**src/rtl/rlwe_dmem_dma_if.sv**
```systemverilog
// Data-memory request/response port between the RLWE DMA (master) and the TCM (slave).
// Encodings: cmd RD=0/WR=1; resp NOTRDY=0, RDY_OK=1, RDY_ER=2.
interface rlwe_dmem_dma_if #(
  parameter int AWIDTH = 32,
  parameter int VEC_W  = 128
);
  logic              req;
  logic              req_ack;
  logic              cmd;
  logic [1:0]        width;
  logic [AWIDTH-1:0] addr;
  logic [VEC_W-1:0]  wdata;
  logic [VEC_W-1:0]  rdata;
  logic [1:0]        resp;

  modport master (output req, cmd, width, addr, wdata, input req_ack, rdata, resp);
  modport slave  (input req, cmd, width, addr, wdata, output req_ack, rdata, resp);
endinterface

```
**src/rtl/rlwe_dmem_dma.sv**
```systemverilog
// Burst initiator: turns one start command of N vector beats into N pipelined
// single-vector TCM requests, one outstanding at a time. Writes come from a
// valid/ready stream, reads drain through a small registered FIFO.
module rlwe_dmem_dma #(
  parameter int         LEN_W     = 8,
  parameter int         RD_DEPTH  = 2,
  parameter int         NUM_LANES = 4,
  parameter int         AWIDTH    = 32,
  parameter logic [1:0] VEC_WIDTH = 2'b11
) (
  input  logic                        clk,
  input  logic                        rst,
  input  logic                        start,
  output logic                        start_ready,
  input  logic                        start_wr,
  input  logic [AWIDTH-1:0]           start_addr,
  input  logic [LEN_W-1:0]            start_len,
  output logic                        busy,
  output logic                        done,
  output logic                        err,
  output logic [AWIDTH-1:0]           err_addr,
  input  logic                        wr_valid,
  output logic                        wr_ready,
  input  logic [NUM_LANES-1:0][31:0]  wr_data,
  output logic                        rd_valid,
  input  logic                        rd_ready,
  output logic [NUM_LANES-1:0][31:0]  rd_data,
  rlwe_dmem_dma_if.master             dmem
);
  localparam logic       CMD_RD  = 1'b0;
  localparam logic [1:0] RESP_OK = 2'b01;
  localparam logic [1:0] RESP_ER = 2'b10;
  localparam int         PW      = (RD_DEPTH > 1) ? $clog2(RD_DEPTH) : 1;
  localparam int         CW      = $clog2(RD_DEPTH + 1);
  localparam logic [AWIDTH-1:0] STRIDE = AWIDTH'(NUM_LANES * 4);

  typedef enum logic {IDLE, RUN} state_e;
  typedef logic [NUM_LANES-1:0][31:0] vec_t;

  state_e            state;
  logic              dir, outst, done_q, err_q;
  logic [AWIDTH-1:0] addr, beat_addr, err_addr_q;
  logic [LEN_W-1:0]  len, issued, acked;

  vec_t              fifo [RD_DEPTH];
  logic [PW-1:0]     wptr, rptr;
  logic [CW-1:0]     count;

  logic              rsp_ok, rsp_er, rsp_seen, slot_free, fifo_ok, issue, accept, push, pop;
  logic [CW:0]       occ;

  function automatic logic [PW-1:0] inc(input logic [PW-1:0] p);
    return (p == PW'(RD_DEPTH - 1)) ? '0 : p + PW'(1);
  endfunction

  // Issue decision: the next beat may go out in the same cycle the previous one completes OK.
  always_comb begin
    rsp_ok    = outst & (dmem.resp == RESP_OK);
    rsp_er    = outst & (dmem.resp == RESP_ER);
    rsp_seen  = rsp_ok | rsp_er;
    slot_free = ~outst | rsp_ok;
    pop       = rd_valid & rd_ready;
    occ       = {1'b0, count} + (CW+1)'(outst) - (CW+1)'(pop);
    fifo_ok   = occ < (CW+1)'(RD_DEPTH);
    issue     = (state == RUN) & (issued < len) & slot_free & (dir ? wr_valid : fifo_ok);
    accept    = issue & dmem.req_ack;
    push      = rsp_ok & (dir == CMD_RD);
  end

  assign dmem.req    = issue;
  assign dmem.cmd    = dir;
  assign dmem.width  = VEC_WIDTH;
  assign dmem.addr   = addr;
  // Gated so the bus shows zero data whenever no write request is being presented.
  assign dmem.wdata  = (issue & dir) ? wr_data : '0;
  assign wr_ready    = accept & dir;
  assign start_ready = (state == IDLE);
  assign busy        = (state != IDLE);
  assign done        = done_q;
  assign err         = err_q;
  assign err_addr    = err_addr_q;
  assign rd_valid    = (count != '0);
  assign rd_data     = fifo[rptr];

  // Burst control: start latch, issue/ack bookkeeping, completion and abort.
  always_ff @(posedge clk) begin
    if (rst) begin
      state      <= IDLE;
      dir        <= CMD_RD;
      outst      <= 1'b0;
      done_q     <= 1'b0;
      err_q      <= 1'b0;
      addr       <= '0;
      beat_addr  <= '0;
      err_addr_q <= '0;
      len        <= '0;
      issued     <= '0;
      acked      <= '0;
    end else begin
      done_q <= 1'b0;
      err_q  <= 1'b0;
      if (accept) begin
        addr      <= addr + STRIDE;
        beat_addr <= addr;
        issued    <= issued + LEN_W'(1);
        outst     <= 1'b1;
      end else if (rsp_seen) begin
        outst <= 1'b0;
      end
      case (state)
        IDLE: if (start) begin
          addr       <= start_addr;
          len        <= start_len;
          dir        <= start_wr;
          issued     <= '0;
          acked      <= '0;
          err_addr_q <= '0;
          if (start_len == '0) done_q <= 1'b1;
          else                 state  <= RUN;
        end
        RUN: begin
          if (rsp_ok) begin
            acked <= acked + LEN_W'(1);
            if (acked == len - LEN_W'(1)) begin
              state  <= IDLE;
              done_q <= 1'b1;
            end
          end else if (rsp_er) begin
            err_addr_q <= beat_addr;
            state      <= IDLE;
            done_q     <= 1'b1;
            err_q      <= 1'b1;
          end
        end
        default: state <= IDLE;
      endcase
    end
  end

  // Read FIFO: the issue rule reserves a slot per outstanding read, so push never overflows.
  always_ff @(posedge clk) begin
    if (rst) begin
      wptr  <= '0;
      rptr  <= '0;
      count <= '0;
      for (int i = 0; i < RD_DEPTH; i++) fifo[i] <= '0;
    end else begin
      if (push) begin
        fifo[wptr] <= dmem.rdata;
        wptr       <= inc(wptr);
      end
      if (pop) rptr <= inc(rptr);
      count <= count + CW'(push) - CW'(pop);
    end
  end
endmodule

```
**src/flat_wrapper.sv**
```systemverilog
// flat-port wrapper written by rule: the top's interface ports become plain ports
module rlwe_dmem_dma_flat 
#(
  parameter int         LEN_W     = 8,
  parameter int         RD_DEPTH  = 2,
  parameter int         NUM_LANES = 4,
  parameter int         AWIDTH    = 32,
  parameter logic [1:0] VEC_WIDTH = 2'b11
)
  (clk, rst, start, start_ready, start_wr, start_addr, start_len, busy, done, err, err_addr, wr_valid, wr_ready, wr_data, rd_valid, rd_ready, rd_data, dmem_req, dmem_cmd, dmem_width, dmem_addr, dmem_wdata, dmem_req_ack, dmem_rdata, dmem_resp);
  rlwe_dmem_dma_if #(.AWIDTH(AWIDTH), .VEC_W((128))) dmem_i ();
  input  logic clk;
  input  logic rst;
  input  logic start;
  output logic start_ready;
  input  logic start_wr;
  input  logic [AWIDTH-1:0] start_addr;
  input  logic [LEN_W-1:0] start_len;
  output logic busy;
  output logic done;
  output logic err;
  output logic [AWIDTH-1:0] err_addr;
  input  logic wr_valid;
  output logic wr_ready;
  input  logic [NUM_LANES-1:0][31:0] wr_data;
  output logic rd_valid;
  input  logic rd_ready;
  output logic [NUM_LANES-1:0][31:0] rd_data;
  output wire logic [$bits(dmem_i.req)-1:0] dmem_req;
  output wire logic [$bits(dmem_i.cmd)-1:0] dmem_cmd;
  output wire logic [$bits(dmem_i.width)-1:0] dmem_width;
  output wire logic [$bits(dmem_i.addr)-1:0] dmem_addr;
  output wire logic [$bits(dmem_i.wdata)-1:0] dmem_wdata;
  input wire logic [$bits(dmem_i.req_ack)-1:0] dmem_req_ack;
  input wire logic [$bits(dmem_i.rdata)-1:0] dmem_rdata;
  input wire logic [$bits(dmem_i.resp)-1:0] dmem_resp;
  assign dmem_req = dmem_i.req;
  assign dmem_cmd = dmem_i.cmd;
  assign dmem_width = dmem_i.width;
  assign dmem_addr = dmem_i.addr;
  assign dmem_wdata = dmem_i.wdata;
  assign dmem_i.req_ack = dmem_req_ack;
  assign dmem_i.rdata = dmem_rdata;
  assign dmem_i.resp = dmem_resp;
  rlwe_dmem_dma #(.LEN_W(LEN_W), .RD_DEPTH(RD_DEPTH), .NUM_LANES(NUM_LANES), .AWIDTH(AWIDTH), .VEC_WIDTH(VEC_WIDTH)) u_core (.clk(clk), .rst(rst), .start(start), .start_ready(start_ready), .start_wr(start_wr), .start_addr(start_addr), .start_len(start_len), .busy(busy), .done(done), .err(err), .err_addr(err_addr), .wr_valid(wr_valid), .wr_ready(wr_ready), .wr_data(wr_data), .rd_valid(rd_valid), .rd_ready(rd_ready), .rd_data(rd_data), .dmem(dmem_i));
endmodule
```
**config.mk**
```make
export PLATFORM = sky130hd
export DESIGN_NAME = rlwe_dmem_dma_flat
export DESIGN_NICKNAME = d
export VERILOG_FILES = /design/src/rtl/rlwe_dmem_dma_if.sv /design/src/rtl/rlwe_dmem_dma.sv /design/src/flat_wrapper.sv
export SDC_FILE = /design/constraint.sdc
export NUM_CORES = 1
export LEC_CHECK = 0
export CORE_AREA = 2 2 248 250
export CTS_CLUSTER_DIAMETER = 120
export CTS_CLUSTER_SIZE = 20
export DETAILED_ROUTE_END_ITERATION = 16
export DIE_AREA = 0 0 250 252
export GPL_ROUTABILITY_DRIVEN = 0
export PLACE_DENSITY = 0.67
export SYNTH_ARGS = -nofsm -noshare
export SYNTH_HDL_FRONTEND = slang
export SYNTH_SLANG_ARGS = --single-unit
export TNS_END_PERCENT = 20
```
**constraint.sdc**
```tcl
create_clock -name clk -period 8.9 [get_ports clk]
set_clock_uncertainty 0.15 [all_clocks]
set_input_delay 0.89 -clock clk [delete_from_list [all_inputs] [get_ports clk]]
set_output_delay 0.89 -clock clk [all_outputs]
set_load 0.02 [all_outputs]
```
==> results of run 1 <==
-- routing by layer --
metal,track usage,part of all wire,vias to the layer above
li1,-,-,6828
met1,0.251,0.43,7296
met2,0.301,0.46,615
met3,0.0623,0.10,54
met4,0.0346,0.014,6
met5,0,0.00065,-
-- layout by cell type, fill, tap and decap left out, types with 6 or more instances in the layout --
cell / n
a21oi_1: 60
a22o_1: 31
a311oi_1: 17
and2_1: 395
and3_1: 8
buf_4: 20
clkbuf_1: 15
clkbuf_16: 24
clkdlybuf4s50_1: 631
dfxtp_1: 129
edfxtp_1: 256
ha_1: 12
inv_1: 14
mux2_2: 130
mux2i_1: 6
nand2_1: 62
nand3_1: 27
nand4_1: 50
nor2_1: 55
nor3_1: 7
nor3b_1: 13
nor4_1: 24
o21ai_0: 7
o31ai_1: 48
or3_1: 9
or4_1: 11
xnor2_1: 6
xor2_1: 8
-- power breakdown --
group | switching, W | internal [W]
clock network | 0.000611 | 0.000510
logic | 0.000318 | 0.000276
registers | 0.0000492 | 0.00197
total | 0.000979 | 0.00275
-- per-stage QoR --
stage / hold slack (ns) / cell area, um^2 / util / instances / power, W
2_1_floorplan: 0.282 / 18200 / - / 1592 / 0.00231
3_3_place_gp: 0.291 / 25200 / 0.419 / 2896 / 0.00264
3_5_place_dp: 0.305 / 25200 / 0.419 / 2896 / 0.00264
4_1_cts: 0.323 / 25900 / 0.431 / 2938 / 0.00377
5_1_grt: 0.337 / 25900 / 0.431 / 2939 / 0.00388
6_report: 0.322 / 25900 / 0.431 / 2942 / 0.00373
-- state kept, by name (all words and copies together) (netlist names), named ones only --
name              count
u_core.err_addr      32
u_core.beat_addr     32
u_core.wptr           1
u_core.busy           1
u_core.len            8
u_core.done           1
u_core.rptr           1
u_core.outst          1
u_core.count          2
u_core.err            1
u_core.dmem.cmd       1
u_core.issued         8
u_core.dmem.addr     32
u_core.fifo         256
u_core.acked          8
-- cells by family (layout without fill, tap and decap cells) --
family,count (synthesis),count (layout),share of synthesized area
adder cells (fa/ha/maj),13,13,0.00936
AND/OR/NAND/NOR,698,698,0.226
buffers and inverters,145,709,0.0308
XOR/XNOR,14,14,0.00674
AO/OA/AOI/OAI,198,198,0.0773
other,1,6,0.000206
flip-flops,386,386,0.566
multiplexers,136,136,0.0838
-- worst max-delay path, stage by stage --
cell,delay (ns)
clkdlybuf4s50_1,0.57
xor2_1,0.18
nand2_1,0.08
fa_1,0.38
xor2_1,0.14
o21ai_0,0.24
and2_1,0.16
buf_4,0.51
and3_2,0.29
buf_4,0.65
and2_1,0.26
clkdlybuf4s50_1,0.62
-- layout make-up --
class | instances | area (um^2) | share of cell area
flip-flops and latches | 386 | 10300 | 0.397
multi-input cells | 1061 | 7400 | 0.286
repair buffers | 652 | 6490 | 0.250
well taps | 782 | 978 | 0.0378
clock buffers | 39 | 657 | 0.0254
inverters | 15 | 56.3 | 0.00217
clock inverters | 3 | 22.5 | 0.000869
diodes | 4 | 10.0 | 0.000386
-- cells in the mapped netlist (3+ instances only) --
| library cell | n |
|---|---|
| mux2_2 | 130 |
| buf_2 | 6 |
| xnor2_1 | 6 |
| nand2_1 | 63 |
| a31oi_1 | 3 |
| xor2_1 | 8 |
| nand2b_1 | 5 |
| and3_1 | 9 |
| a22o_1 | 31 |
| nor3b_1 | 14 |
| inv_1 | 14 |
| nand4_1 | 50 |
| a311oi_1 | 17 |
| clkbuf_1 | 110 |
| and4_1 | 3 |
| a21oi_1 | 60 |
| nand3b_1 | 5 |
| edfxtp_1 | 256 |
| nor4_1 | 24 |
| a2111oi_0 | 5 |
| ha_1 | 12 |
| o21bai_1 | 6 |
| or4_1 | 11 |
| o21ai_0 | 8 |
| or2_2 | 4 |
| o31ai_1 | 48 |
| or3_1 | 9 |
| and2_1 | 395 |
| buf_1 | 12 |
| nor2_1 | 57 |
| nand3_1 | 27 |
| dfxtp_1 | 130 |
| nor3_1 | 8 |
| a211oi_1 | 5 |
| o41a_1 | 3 |
| mux2i_1 | 6 |
| nor4b_1 | 3 |
-- worst paths after layout --
kind	cells past startpoint	from	endpoint	slack, ns
worst max-delay path	12	rd_ready	dmem_wdata[109]	2.70
worst min-delay path	2	u_core.beat_addr[12]	u_core.err_addr[12]	0.32
worst max register to register	10	u_core.count[1]	u_core.dmem.addr[28]	5.46
worst min register to register	2	u_core.beat_addr[12]	u_core.err_addr[12]	0.32
==> impl_results.md, run 1 <==
- Status: finished, final reports clean
- Peak supply drop: 0.0893 mV
- Post-synth top area share: 0.423
- Critical path capture point type: output pin
- Gr ovfl total: 0
- First-pass GRT wire length: 92.9 mm
- Post-detailed-route via-to-cell ratio: 5.03
- Fin. max-slew vios: 0
- Clock Path Buffers: 3
- Synthesized area per cell: 11.4 um^2
- Root Driver: clkbuf_16
- Initial Utilization: 0.302
- EDFF count, synth: 256
- Crit path kind: input pin to output pin
- Ys async rst share: 0
- Setup TNS: 0 ns
- # fillers: 5583
- Sequential cell area fraction in the yosys report: 0.566
- RSZ-0062 raised after global routing: false
- Die Ht: 252 um
- Post-Syn Area: 18200 um^2
- Drt total wl: 62.6 mm
- CTS sink count: 386
- Final worst setup slack: 2.70 ns
- Crit path DAT: 5.16 ns
- Post-layout minimum cycle time: 6.20 ns
- Largest net degree at the start of global routing: 130
- Max cap viols: 0
- Post-synth cell types: 61
- Drt pass-1 iters: 5
- Top post-synthesis cells by area: edfxtp_1 (42%), dfxtp_1 (14%), and2_1 (14%)
- Fmax: 161 MHz
- Remaining antenna violation count: 0
- Worst Hold Class: flop to flop
- Pwr dens: 144 nW/um^2
- Area grow syn2layout: 42.5%
- Top FF cell, synth: edfxtp_1
- Synth Instances: 1591
- Crit-path max FO: 129
- Layout cells sized above 1: 0.0942
- Setup violators final: 0
- # resized after CTS: 0
- # H-tree levels: 1
- Setup bufs post-CTS: 0
- Period Utilization, post-route: 0.697
- CTS buffer count: 23
- Final HPWL DP: 43.4 mm
- DR WL/cell: 21.3 um
- Core area: 60100 um^2
- #FFs+latches synth: 386
- Vias: 14800
- Pre-CTS setup slack: 2.79 ns
- Slew @ Worst Pin: 0.942 ns
- Relative slew margins: 0.372
- Vias in the first global route: 14900
- CTS tree: built
- Req. time, crit path: 7.86 ns
- Hold-fix buffers at CTS: 0
- Total GRT Usage: 0.189
- # IOs: 635
- Final hold violations: 0
- DRC Markers: 0
- Initial antenna violation count: 6
- Area leader, netlist: edfxtp_1
- 1st-iter DRT viols: 1090
- # port buffers: 632
- Die area: 63000 um^2
- Reg clk slew, reported paths: 0.09 ns
- FP Rows: 90
- Worst setup SP type: input pin
- Clk Latency, worst-skew pair: 0.57 ns
- Nets: 2457
- Die width: 250 um
- Yosys warns: 0
- Leakage: 9.16 nW
Note: power is estimated with default switching activity, not from simulation.
==> inputs of run 2 (changes only) <==
PLACE_DENSITY = 0.65   (was 0.67)
clock period = 6.2 ns   (was 8.9 ns; I/O delays follow)
==> run 2 against run 1 <==
  * Global-route usage is 0.25 points higher
  * Sequential cell count stayed put
  * Final area is essentially flat
  * Combinational power grew 45%
  * Register-to-register slack got worse by 2.9 ns
  * Die area did not move
  * Power is 43% higher
  * Sequential share of layout area barely moved
  * Largest power group unchanged
==> impl_results.md, run 2 (synthesized netlist as in run 1, its figures left out) <==
- Post-detailed-route via-to-cell ratio: 5.03
- Max cap viols: 0
- DR WL/cell: 21.8 um
- # fillers: 5618
- 1st-iter DRT viols: 1113
- Reg2reg setup slack: 2.61 ns
- # H-tree levels: 1
- Pwr dens: 206 nW/um^2
- Switching Share: 0.261
- Hold-fix buffers at CTS: 0
- Hold Path End: u_core.beat_addr[6]
- Buf/Inv on CP: 2
- Fmax: 196 MHz
- Most flops, register: u_core.fifo
- Die width: 250 um
- Root Driver: clkbuf_16
- Core area: 60100 um^2
- RR Endpoint: u_core.dmem.addr[30]
- Relative slew margins: 0.344
- Fin. max-slew vios: 0
- Peak supply drop: 0.180 mV
- Hold Crit Start: u_core.beat_addr[6]
- Leakage: 9.16 nW
- Worst setup SP type: flop
- Crit path kind: flop to output pin
- Crit-path max FO: 66
- First-pass GRT wire length: 92.6 mm
- Reg-to-Reg Start: u_core.count[1]
- Pre-CTS setup slack: 1.15 ns
- Most frequent cells in the layout: clkdlybuf4s50_1 (631), and2_1 (394), edfxtp_1 (256), mux2_2 (130), dfxtp_1 (129)
- Setup violators final: 0
- Final worst setup slack: 1.10 ns
- # port buffers: 632
- CTS buffer count: 23
- RSZ-0062 raised after global routing: false
- Worst Hold Class: flop to flop
- Clock Power Share: 0.297
- Area grow syn2layout: 42.5%
- Worst path slowest cell: clkdlybuf4s50_1
- Period Utilization, post-route: 0.822
- Initial Utilization: 0.302
- Crit path DAT: 4.33 ns
- Layout cells sized above 1: 0.0943
- CP Cell Sequence: or2_2 > nand2_1 > nor2_1 > fa_1 > nand2b_1 > o21ai_0 > and2_2 > and3_2 > buf_4 > and2_1 > clkdlybuf4s50_1
- Final hold violations: 0
- CP startpoint: u_core.count[1]
- Initial antenna violation count: 22
- # resized after CTS: 0
- Delay-heaviest family, CP: simple AND/OR/NAND/NOR gates
- Setup TNS: 0 ns
- Die area: 63000 um^2
- Drt total wl: 63.8 mm
- Final HPWL DP: 44.6 mm
- Nets: 2456
- Setup bufs post-CTS: 0
- Commonest non-fill, non-tap cell in the layout: clkdlybuf4s50_1
- Largest net degree at the start of global routing: 123
- Remaining antenna violation count: 0
- Gr ovfl total: 0
- Drt pass-1 iters: 5
- Total GRT Usage: 0.191
- Cell depth of the worst flop-to-flop path: 10
- Die Ht: 252 um
- CTS tree: built
- Status: finished, final reports clean
- Psw: 0.00140 W
- # IOs: 635
- Critical path capture point type: output pin
- Vias in the first global route: 14500
- Slew @ Worst Pin: 0.984 ns
- Req. time, crit path: 5.43 ns
- FP Rows: 90
- Post-layout minimum cycle time: 5.10 ns
- DRC Markers: 0
- CP peak stage delay: 0.60 ns
- Internal: 0.00395 W
- Vias: 14700
- Worst hold stages: 2
- Clock Path Buffers: 3
- Combinational group share of total power: 0.161
- Reg clk slew, reported paths: 0.09 ns
- Sequential fraction of design power: 0.542
- Clk Latency, worst-skew pair: 0.57 ns
- CTS sink count: 386
- Largest register FFs: 256
[run 2: worst reg2reg max path, stage by stage (launching register included)]
cell and delay [ns]:
dfxtp_1 0.37, or2_2 0.34, nand2_1 0.12, nor2_1 0.07, fa_1 0.52, nand2b_1 0.06
o21ai_0 0.30, nand2_2 0.40, buf_12 0.37, or4_1 0.54, a311oi_1 0.27
[run 2: cell type report]
cell class,instances,area [um^2],share of cell area
clock inverter,3,61.3,0.00237
multi-input combinational,1061,7400,0.286
antenna,3,7.51,0.000290
inverter,15,56.3,0.00217
timing repair buffer,651,6530,0.252
sequential,386,10300,0.397
tap,782,978,0.0378
clock buffer,25,583,0.0225
[run 2: layer usage]
metal	up-vias	part of all wire	GRT usage
li1	6805	-	-
met1	7195	0.40	0.241
met3	94	0.11	0.0785
met5	-	0.0029	0
met2	603	0.46	0.305
met4	28	0.022	0.0443
[run 2: worst max path at each step]
stage	endpoint	slack, ns	cells after the start
after detailed placement	dmem_wdata[8]	1.15	11
after global routing	dmem_wdata[9]	0.79	11
after global placement	dmem_wdata[14]	1.26	11
after CTS	dmem_wdata[51]	1.02	11
final	dmem_wdata[8]	1.10	11
after floorplan	u_core.fifo[0][0]	0.90	3
[run 2: power by group through the flow]
stage               registers (W)  logic, W  clock network (W)
global route              0.00291  0.000912            0.00172
detailed placement        0.00295  0.000854                  0
global placement          0.00295  0.000852                  0
floorplan                 0.00296  0.000360                  0
finish                    0.00289  0.000861            0.00159
CTS                       0.00289  0.000861            0.00165
[run 2: metrics by stage]
stage	hold slack [ns]	power, W	instances	utilization	instance area [um^2]
finish	0.329	0.00534	2926	0.431	25900
global route	0.339	0.00554	2925	0.431	25900
CTS	0.326	0.00540	2923	0.431	25900
floorplan	0.282	0.00332	1592	-	18200
global placement	0.306	0.00380	2895	0.420	25300
detailed placement	0.303	0.00381	2895	0.420	25300
==> inputs of run 3 (changes only) <==
clock period = 5 ns   (was 6.2 ns; I/O delays follow)
==> run 3 against run 2 <==
  * Final area grew 0.18%
  * Core utilization grew 0.077 points
  * Critical path type unchanged
  * Register-to-register slack lost 0.90 ns
  * Global-route usage shrank 0.42 points
  * Hold slack lost 0.0024 ns
  * Routed wire length shrank 2.5%
  * Non-clock buffer count grew 4
  * Sequential cell count is the same
  * Power grew 23%
==> impl_results.md, run 3 (synthesized netlist as in run 1, its figures left out) <==
- Total GRT Usage: 0.187
- Final HPWL DP: 43.7 mm
- Worst setup SP type: flop
- Status: finished, final reports clean
- CTS buffer count: 23
- Die Ht: 252 um
- Layout cells sized above 1: 0.0964
- Hold Path End: u_core.beat_addr[15]
- # IOs: 635
- Final hold violations: 0
- Crit path kind: flop to output pin
- RSZ-0062 raised after global routing: false
- Crit-path max FO: 66
- Initial Utilization: 0.302
- DR WL/cell: 21.2 um
- Peak supply drop: 0.246 mV
- Cell depth of the worst flop-to-flop path: 11
- Vias: 14700
- Reg-to-Reg Start: u_core.count[1]
- Setup bufs post-CTS: 0
- Fmax: 215 MHz
- Nets: 2460
- Post-detailed-route via-to-cell ratio: 4.99
- 1st-iter DRT viols: 970
- First-pass GRT wire length: 92.1 mm
- Max cap viols: 0
- RR Endpoint: u_core.dmem.addr[25]
- CTS sink count: 386
- Relative slew margins: 0.350
- Initial antenna violation count: 14
- Drt total wl: 62.3 mm
- Most flops, register: u_core.fifo
- DRC Markers: 0
- Req. time, crit path: 4.35 ns
- Die area: 63000 um^2
- Crit path DAT: 4.01 ns
- Most frequent cells in the layout: clkdlybuf4s50_1 (631), and2_1 (394), edfxtp_1 (256), mux2_2 (130), dfxtp_1 (129)
- Worst Hold Class: flop to flop
- Pwr dens: 253 nW/um^2
- CP peak stage delay: 0.61 ns
- Commonest non-fill, non-tap cell in the layout: clkdlybuf4s50_1
- Clock Path Buffers: 3
- # resized after CTS: 0
- CP Cell Sequence: or2_2 > nand2_1 > nor2_1 > fa_1 > nand2b_1 > o21ai_0 > and2_2 > and3_2 > buf_4 > and2_1 > clkdlybuf4s50_1
- Remaining antenna violation count: 0
- Period Utilization, post-route: 0.931
- Setup TNS: 0 ns
- Clk Latency, worst-skew pair: 0.55 ns
- Gr ovfl total: 0
- Die width: 250 um
- CTS tree: built
- Largest register FFs: 256
- # port buffers: 632
- Vias in the first global route: 14600
- Hold-fix buffers at CTS: 0
- Post-layout minimum cycle time: 4.66 ns
- Leakage: 9.18 nW
- Root Driver: clkbuf_16
- Buf/Inv on CP: 2
- Drt pass-1 iters: 5
- Overall power: 0.00657 W
- Critical path capture point type: output pin
- Hold Crit Start: u_core.beat_addr[15]
- # H-tree levels: 1
- Setup violators final: 0
- Fin. max-slew vios: 0
- Delay-heaviest family, CP: simple AND/OR/NAND/NOR gates
- FP Rows: 90
- Worst hold stages: 2
- Worst path slowest cell: clkdlybuf4s50_1
- Reg clk slew, reported paths: 0.08 ns
- Area grow syn2layout: 42.7%
- Stages on worst setup path: 11
- Core area: 60100 um^2
- Largest net degree at the start of global routing: 123
- Reg2reg setup slack: 1.71 ns
- Slew @ Worst Pin: 0.975 ns
[run 3: metrics by stage]
stage	hold slack (ns)	setup WS [ns]	utilization	instances	instance area, um^2
detailed placement	0.305	0.441	0.421	2899	25300
CTS	0.315	0.263	0.431	2930	25900
finish	0.326	0.344	0.432	2935	26000
global placement	0.306	0.472	0.421	2899	25300
global route	0.325	0.0710	0.432	2933	26000
floorplan	0.282	1.05	-	1592	18200
[run 3: routing by layer]
layer,track usage,up-vias,wire (um)
met5,0,-,126
met4,0.0315,20,953
met3,0.0707,75,6470
met2,0.307,560,29100
met1,0.237,7187,25700
li1,-,6808,-
[run 3: where the power goes]
group          internal, W  switching (W)  total (W)
logic             0.000496       0.000560    0.00106
clock network     0.000873        0.00105    0.00193
registers          0.00350      0.0000859    0.00359
total              0.00487        0.00170    0.00657
[run 3: how the worst max path moves through the flow]
stage | startpoint | endpoint | slack [ns]
2_1_floorplan | dmem_resp[1] | u_core.fifo[1][0] | 1.05
3_3_place_gp | rd_ready | dmem_wdata[92] | 0.47
4_1_cts | u_core.count[1] | dmem_wdata[92] | 0.26
3_5_place_dp | rd_ready | dmem_wdata[92] | 0.44
6_report | u_core.count[1] | dmem_wdata[24] | 0.34
5_1_grt | u_core.count[1] | dmem_wdata[24] | 0.07
[run 3: tightest hold or removal path, cell delays in order (launching register included)]
cell and delay (ns):
dfxtp_1 0.32, o31ai_1 0.06, a21oi_1 0.06
[run 3: cell type report]
| cell class | count | area (um^2) |
|---|---|---|
| Clock buffer | 29 | 618 |
| Timing Repair Buffer | 655 | 6570 |
| Tap cell | 782 | 978 |
| Clock inverter | 2 | 20.0 |
| Inverter | 15 | 56.3 |
| Multi-Input combinational cell | 1061 | 7410 |
| Sequential cell | 386 | 10300 |
| Fill cell | 5699 | 34200 |
| Antenna cell | 5 | 12.5 |
